File: src/rtl/pc_redirect.sv
// pc_redirect: fetch PC owner, EX redirect handling and imem handshake.
// Holds a redirect behind an outstanding fetch and squashes the stale return.
module pc_redirect #(
  parameter logic [31:0] RESET_PC = 32'h0000_0000,
  parameter int          CNT_W    = 16
) (
  input  logic             clk,
  input  logic             rst,
  input  logic [1:0]       b_ctrl,
  input  logic             br_valid,
  input  logic [31:0]      br_target,
  input  logic [31:0]      jalr_target,
  input  logic             stall,
  output logic             imem_req,
  output logic [31:0]      imem_addr,
  input  logic             imem_ready,
  output logic [31:0]      pc_if,
  output logic             flush_ifid,
  output logic             flush_idex,
  output logic [CNT_W-1:0] redirect_cnt
);

  typedef enum logic [1:0] {
    S_BOOT,
    S_RUN,
    S_WAIT,
    S_PEND
  } state_t;

  state_t      state_q;
  state_t      state_d;
  logic [31:0] pc_q;
  logic [31:0] pc_d;
  logic [31:0] pend_q;
  logic [31:0] pend_d;
  logic [31:0] pc_inc;
  logic [31:0] target;
  logic        take;
  logic        accept;

  localparam logic [CNT_W-1:0] CNT_ONE = {{(CNT_W-1){1'b0}}, 1'b1};
  localparam logic [CNT_W-1:0] CNT_MAX = {CNT_W{1'b1}};

  assign take   = br_valid && !b_ctrl[1];
  assign target = b_ctrl[0] ? br_target
                            : {jalr_target[31:1], 1'b0};
  assign accept = imem_req && imem_ready;
  assign pc_inc = pc_q + 32'd4;

  assign imem_addr = pc_q;
  assign pc_if     = pc_q;

  // State, PC and pending-target registers
  always_ff @(posedge clk or negedge rst) begin
    if (!rst) begin
      state_q <= S_BOOT;
      pc_q    <= RESET_PC;
      pend_q  <= 32'h0;
    end else begin
      state_q <= state_d;
      pc_q    <= pc_d;
      pend_q  <= pend_d;
    end
  end

  // Saturating count of taken redirects
  always_ff @(posedge clk or negedge rst) begin
    if (!rst) begin
      redirect_cnt <= '0;
    end else if (take && redirect_cnt != CNT_MAX) begin
      redirect_cnt <= redirect_cnt + CNT_ONE;
    end
  end

  // Next state, next PC, request and flush decode
  always_comb begin
    state_d    = state_q;
    pc_d       = pc_q;
    pend_d     = pend_q;
    imem_req   = 1'b0;
    flush_ifid = 1'b0;
    flush_idex = 1'b0;
    unique case (state_q)
      S_BOOT: begin
        state_d = S_RUN;
      end
      S_RUN: begin
        imem_req = !stall && !take;
        if (take) begin
          pc_d       = target;
          flush_ifid = 1'b1;
          flush_idex = 1'b1;
        end else if (accept) begin
          pc_d = pc_inc;
        end else if (imem_req) begin
          state_d = S_WAIT;
        end
      end
      S_WAIT: begin
        imem_req = 1'b1;
        if (take) begin
          flush_ifid = 1'b1;
          flush_idex = 1'b1;
          pend_d     = target;
          if (imem_ready) begin
            pc_d    = target;
            state_d = S_RUN;
          end else begin
            state_d = S_PEND;
          end
        end else if (accept) begin
          pc_d    = pc_inc;
          state_d = S_RUN;
        end
      end
      S_PEND: begin
        imem_req = 1'b1;
        if (take) begin
          pend_d     = target;
          flush_ifid = 1'b1;
          flush_idex = 1'b1;
        end
        if (accept) begin
          flush_ifid = 1'b1;
          pc_d       = take ? target : pend_q;
          state_d    = S_RUN;
        end
      end
      default: begin
        state_d = S_BOOT;
      end
    endcase
  end

endmodule

File: config.mk
export PLATFORM = sky130hd
export DESIGN_NAME = pc_redirect
export DESIGN_NICKNAME = d
export VERILOG_FILES = /design/src/rtl/pc_redirect.sv
export SDC_FILE = /design/constraint.sdc
export NUM_CORES = 1
export LEC_CHECK = 0
export BUFFER_PORTS_ARGS = -buffer_cell sky130_fd_sc_hd__buf_2
export CORE_AREA = 10 10 100 111
export CTS_BUF_LIST = sky130_fd_sc_hd__clkbuf_2
export CTS_CLUSTER_SIZE = 8
export DETAILED_ROUTE_END_ITERATION = 10
export DIE_AREA = 0 0 110 121
export PLACE_DENSITY = 0.92
export SLEW_MARGIN = 20
export SYNTH_ARGS = -nofsm -noshare
export SYNTH_HDL_FRONTEND = slang
export SYNTH_SLANG_ARGS = --single-unit
File: constraint.sdc
create_clock -name clk -period 3 [get_ports clk]
set_input_delay 0.45 -clock clk [delete_from_list [all_inputs] [get_ports clk]]
set_output_delay 0.45 -clock clk [all_outputs]
set_load 0.1 [all_outputs]
# Yosys cells after proc, flatten, opt, wreduce, memory -nomap -nowiden
# Cells that the tools add are included.
# op_classes
addsub	2
eq_ne	9
muxes	20
reduce_logical	14
# ops
cell	n
$mux W32	7
$pmux W32 S3	1
$add A32 B3 Y32 const B	1
$add A16 B1 Y16 const B	1
$ne A16 B16 Y1 const B	1
$mux W2	6
$ne A2 B2 Y1 const B	4
$pmux W2 S4	1
$reduce_and A3 Y1	2
$eq A2 B2 Y1 const B	2
$logic_and A1 B1 Y1	4
$pmux W1 S2	2
$reduce_or A2 Y1	2
$logic_not A1 Y1	3
$mux W1	3
$ne A3 B3 Y1 const B	1
$reduce_bool A3 Y1	1
$reduce_or A3 Y1	1
$eq A2 B1 Y1 const B	1
$logic_not A2 Y1	1
# word_totals
regBits	82
inputBits	71
output_inout_bits	83
word_cells	49

# Logic depth before layout (Yosys ltp)
# depth
ltp_word	9
mapped_depth	10
mapped_depth_nobuf	7

# Worst setup path before layout
# OpenSTA, ideal clock, no wires.
# synth_path
path_type	reg-to-output
start	register state_q[1]
end	output port flush_ifid
t_arrival_ps	2859
t_required_ps	2550
path_slack_ps	-309
path_stages_with_launch	7
n_path_buf	3
cell_sequence	dfrtp_1 -> ha_1 -> buf_2 -> clkbuf_1 -> clkbuf_1 -> o21ai_0 -> a21oi_1
# synth_between
elab_chain_len	6
elab_cells_between_ends	9
cone_classes	eq/ne: 3; mux: 3; reduce/logical: 3
# synth_lines
item	line	source
start: declaration	30	state_t state_q;
start signal: assignment	60	state_q <= state_d;
$eq A2 B2 Y1	83	unique case (state_q)
$reduce_or A2 Y1 (no line)	n/a	
$pmux W1 S2	83	
$logic_and A1 B1 Y1	47	assign accept = imem_req && imem_ready;
$mux W1	123	if (accept) begin
$pmux W1 S2 (*)	83	
end: declaration	18	output logic flush_ifid,
# Every way passes the cells marked *; elsewhere a longest branch is shown, timed or not.

# Final worst setup path
# Ends and elaborated chain as after synthesis.

==> metrics.md <==
| Metric | Value |
|---|---|
| Clk slew on worst S/H paths | `approximately 200 ps` |
| Fin nets | `743` |
| Worst Setup Start Kind | `register` |
| Total CTS buffers | `9` |
| CP endpoint kind | `output pin` |
| Buffers added on ports | `152` |
| Worst-path cell chain | `ha_1 > buf_4 > o21ai_0 > a21oi_2 > buf_12` |
| Initial Util | `about 57%` |
| Worst min-delay path class | `primary input to register` |
| Synthesized flop and latch total | `82` |
| Final-report setup violation count | `0` |
| Worst-Margin Slew | `941 ps` |
| WL per Instance | `approximately 19 um` |
| Mapped Cells | `560` |
| Final Hold Viols | `0` |
| Postcts setup bufs | `0` |
| Post-Syn Area per Cell | `just under 9 sq um` |
| Worst-Skew Late Latency | `between 500 and 600 ps` |
| Period utilisation layout | `approximately nine tenths` |
| Rows | `36` |
| CP max stage delay | `between 400 and 500 ps` |
| Synth unique cells | `67` |
| Ys flop type | `dfrtp_1` |
| Antenna Cells | `0` |
| Post-CTS sizing | `0` |
| Critical-path maximum fanout | `between 40 and 50` |
| Die width | `roughly 110 um` |
| Warnings, synthesis | `0` |
| Clk_skew | `18.9 ps` |
| CTS tree | `built` |
| Layout cells sized above 1 | `29.3%` |
| Root buffer cell | `clkbuf_2` |
| EDFF count, synth | `0` |
| Drt drc | `0` |
| Sequential area share after synthesis | `between 40% and 50%` |
| Dpl hpwl | `approximately 11,000 um` |
| Initial antenna violation count | `0` |
| Die area | `13,300 sq um` |
| First-pass DRT Iterations | `5` |
| Post-Route WL | `~15,000 um` |
| Synth-to-layout area growth | `14.9%` |
| CTS max path bufs | `2` |
| ANT nets after route | `0` |
| Placer congestion estimate | `0.864` |
| Max-Cap Viols | `0` |
| # hold bufs at CTS | `0` |
| Die Y | `about 120 um` |
| DR vias | `approximately 5,000` |
| First-pass GRT wire length | `roughly 23,000 um` |
| Slew Limit Fails | `0` |
| Fraction of registers with async set/reset | `100%` |
| Syn nets | `about 640` |
| Largest net degree at the start of global routing | `just over 80` |
| Vias in the first global route | `roughly 4,700` |
| Crit path time final | `approximately 2700 ps` |
| Critical path type | `register to output pin` |
| I/O pin total | `roughly 150` |
| Outcome | `completed` |
| # H-tree levels | `3` |
| Vias per inst | `between 6 and 7` |
| Required @ worst endpoint | `between 2000 and 3000 ps` |
| Area of the mapped netlist | `4990 sq um` |
| Initial drt markers | `around 430` |
| Remaining global-route overflow | `0` |
| Tot GR Track Use | `between 20% and 30%` |
| CP max-delay cell | `dfrtp_1` |
| # clock sinks | `82` |
| Worst EP arrival | `around 2300 ps` |
| F_max | `0.365 GHz` |
| Core area | `8780 sq um` |
| Rel. slew slack | `37.1%` |
| RSZ-0062 raised after global routing | `no` |
| Setup TNS Final | `0 ps` |
## metal layers
| layer | part of all wire [%] | GRT usage, % | vias to the layer above | wire [um] |
|---|---|---|---|---|
| met2 | 50 | 35.5 | 293 | 7340 |
| met4 | 2.4 | 8.22 | 0 | 352 |
| met1 | 36 | 25.2 | 2328 | 5290 |
| met5 | 0 | 0 | - | 0 |
| li1 | - | - | 2227 | - |
| met3 | 11 | 6.06 | 37 | 1600 |
## sequential cells by signal, indices dropped and copies added, names as in the netlist
register	count
imem_addr	32
pend_q	32
redirect_cnt	16
state_q	2
## worst paths after layout
| kind | start | endpoint | slack, ps | cells past startpoint |
|---|---|---|---|---|
| max reg2reg | state_q[0] | imem_addr[25] | 520 | 7 |
| max in group asynchronous | rst | pend_q[0] | 1990 | 2 |
| max | state_q[1] | flush_ifid | 260 | 5 |
| min in group asynchronous | rst | redirect_cnt[13] | 470 | 2 |
| min reg2reg | redirect_cnt[13] | redirect_cnt[13] | 500 | 1 |
| min | imem_ready | state_q[1] | 160 | 2 |
## cells in the mapped netlist, types with 5 or more instances
master,count,area [sq um]
dfrtp_1,82,2050
o21ai_0,82,410
nand2_1,69,259
buf_4,33,248
mux2i_1,31,310
nand3_1,31,155
nor2_1,28,105
a21oi_1,22,110
clkbuf_1,22,82.6
a31oi_1,12,75.1
inv_1,9,33.8
nand4_1,9,56.3
xnor2_1,9,78.8
nor3_1,8,40.0
and3_1,6,37.5
ha_1,6,75.1
o211ai_1,6,45.0
buf_2,5,25.0
mux2_2,5,56.3
nand2b_1,5,31.3
## cells by family after synthesis
| group | count (synthesis) | share of synthesized area [%] |
|---|---|---|
| adder cells (fa/ha/maj) | 6 | 1.50 |
| AO/OA/AOI/OAI | 170 | 21.0 |
| multiplexers | 36 | 7.34 |
| AND/OR/NAND/NOR | 181 | 18.3 |
| buffers and inverters | 73 | 8.64 |
| XOR/XNOR | 12 | 2.10 |
| flip-flops | 82 | 41.1 |
## per-stage QoR
stage	instances	setup slack [ps]	util [%]	hold WS [ps]	cell area, sq um
after floorplan	560	213	-	154	5010
after global placement	768	258	64.0	462	5620
after detailed placement	768	168	64.0	472	5620
after CTS	783	142	65.1	84.1	5720
after global routing	784	78.0	65.3	108	5740
final	784	261	65.3	156	5740
## cells in the final DEF (no fill, tap or decap), drive strengths merged, types with 4 or more instances in the layout
| cell type | netlist | layout |
|---|---|---|
| xnor2 | 9 | 9 |
| mux2 | 5 | 5 |
| nor3 | 8 | 8 |
| and3 | 7 | 7 |
| o211ai | 6 | 6 |
| o311ai | 5 | 5 |
| ha | 6 | 6 |
| nand4 | 9 | 9 |
| nor2 | 31 | 31 |
| mux2i | 31 | 31 |
| a22o | 4 | 4 |
| inv | 9 | 9 |
| nand2 | 69 | 69 |
| clkbuf | 24 | 11 |
| nand2b | 5 | 5 |
| nand3 | 35 | 35 |
| dfrtp | 82 | 82 |
| a31oi | 12 | 12 |
| a21oi | 23 | 23 |
| a22oi | 4 | 4 |
| o21ai | 84 | 84 |
| a41oi | 4 | 4 |
| buf | 40 | 158 |
## worst max-delay path, delay by kind of cell (launching register included)
kind	cells	cell delay, ps
flops	1	460
buf+inv	2	650
fa+ha+maj	1	220
compound gates	2	430
## final cells by class
cell class	instances	area (sq um)
Multi-Input combinational cell	405	2540
Inverter	9	33.8
Fill cell	712	3050
Clock buffer	11	55.1
Timing Repair Buffer	159	865
Sequential cell	82	2050
Clock inverter	4	43.8
Tap cell	114	143
Power is not shown: default switching activity piles up to over one toggle a cycle in this logic, so the estimate is an artifact.
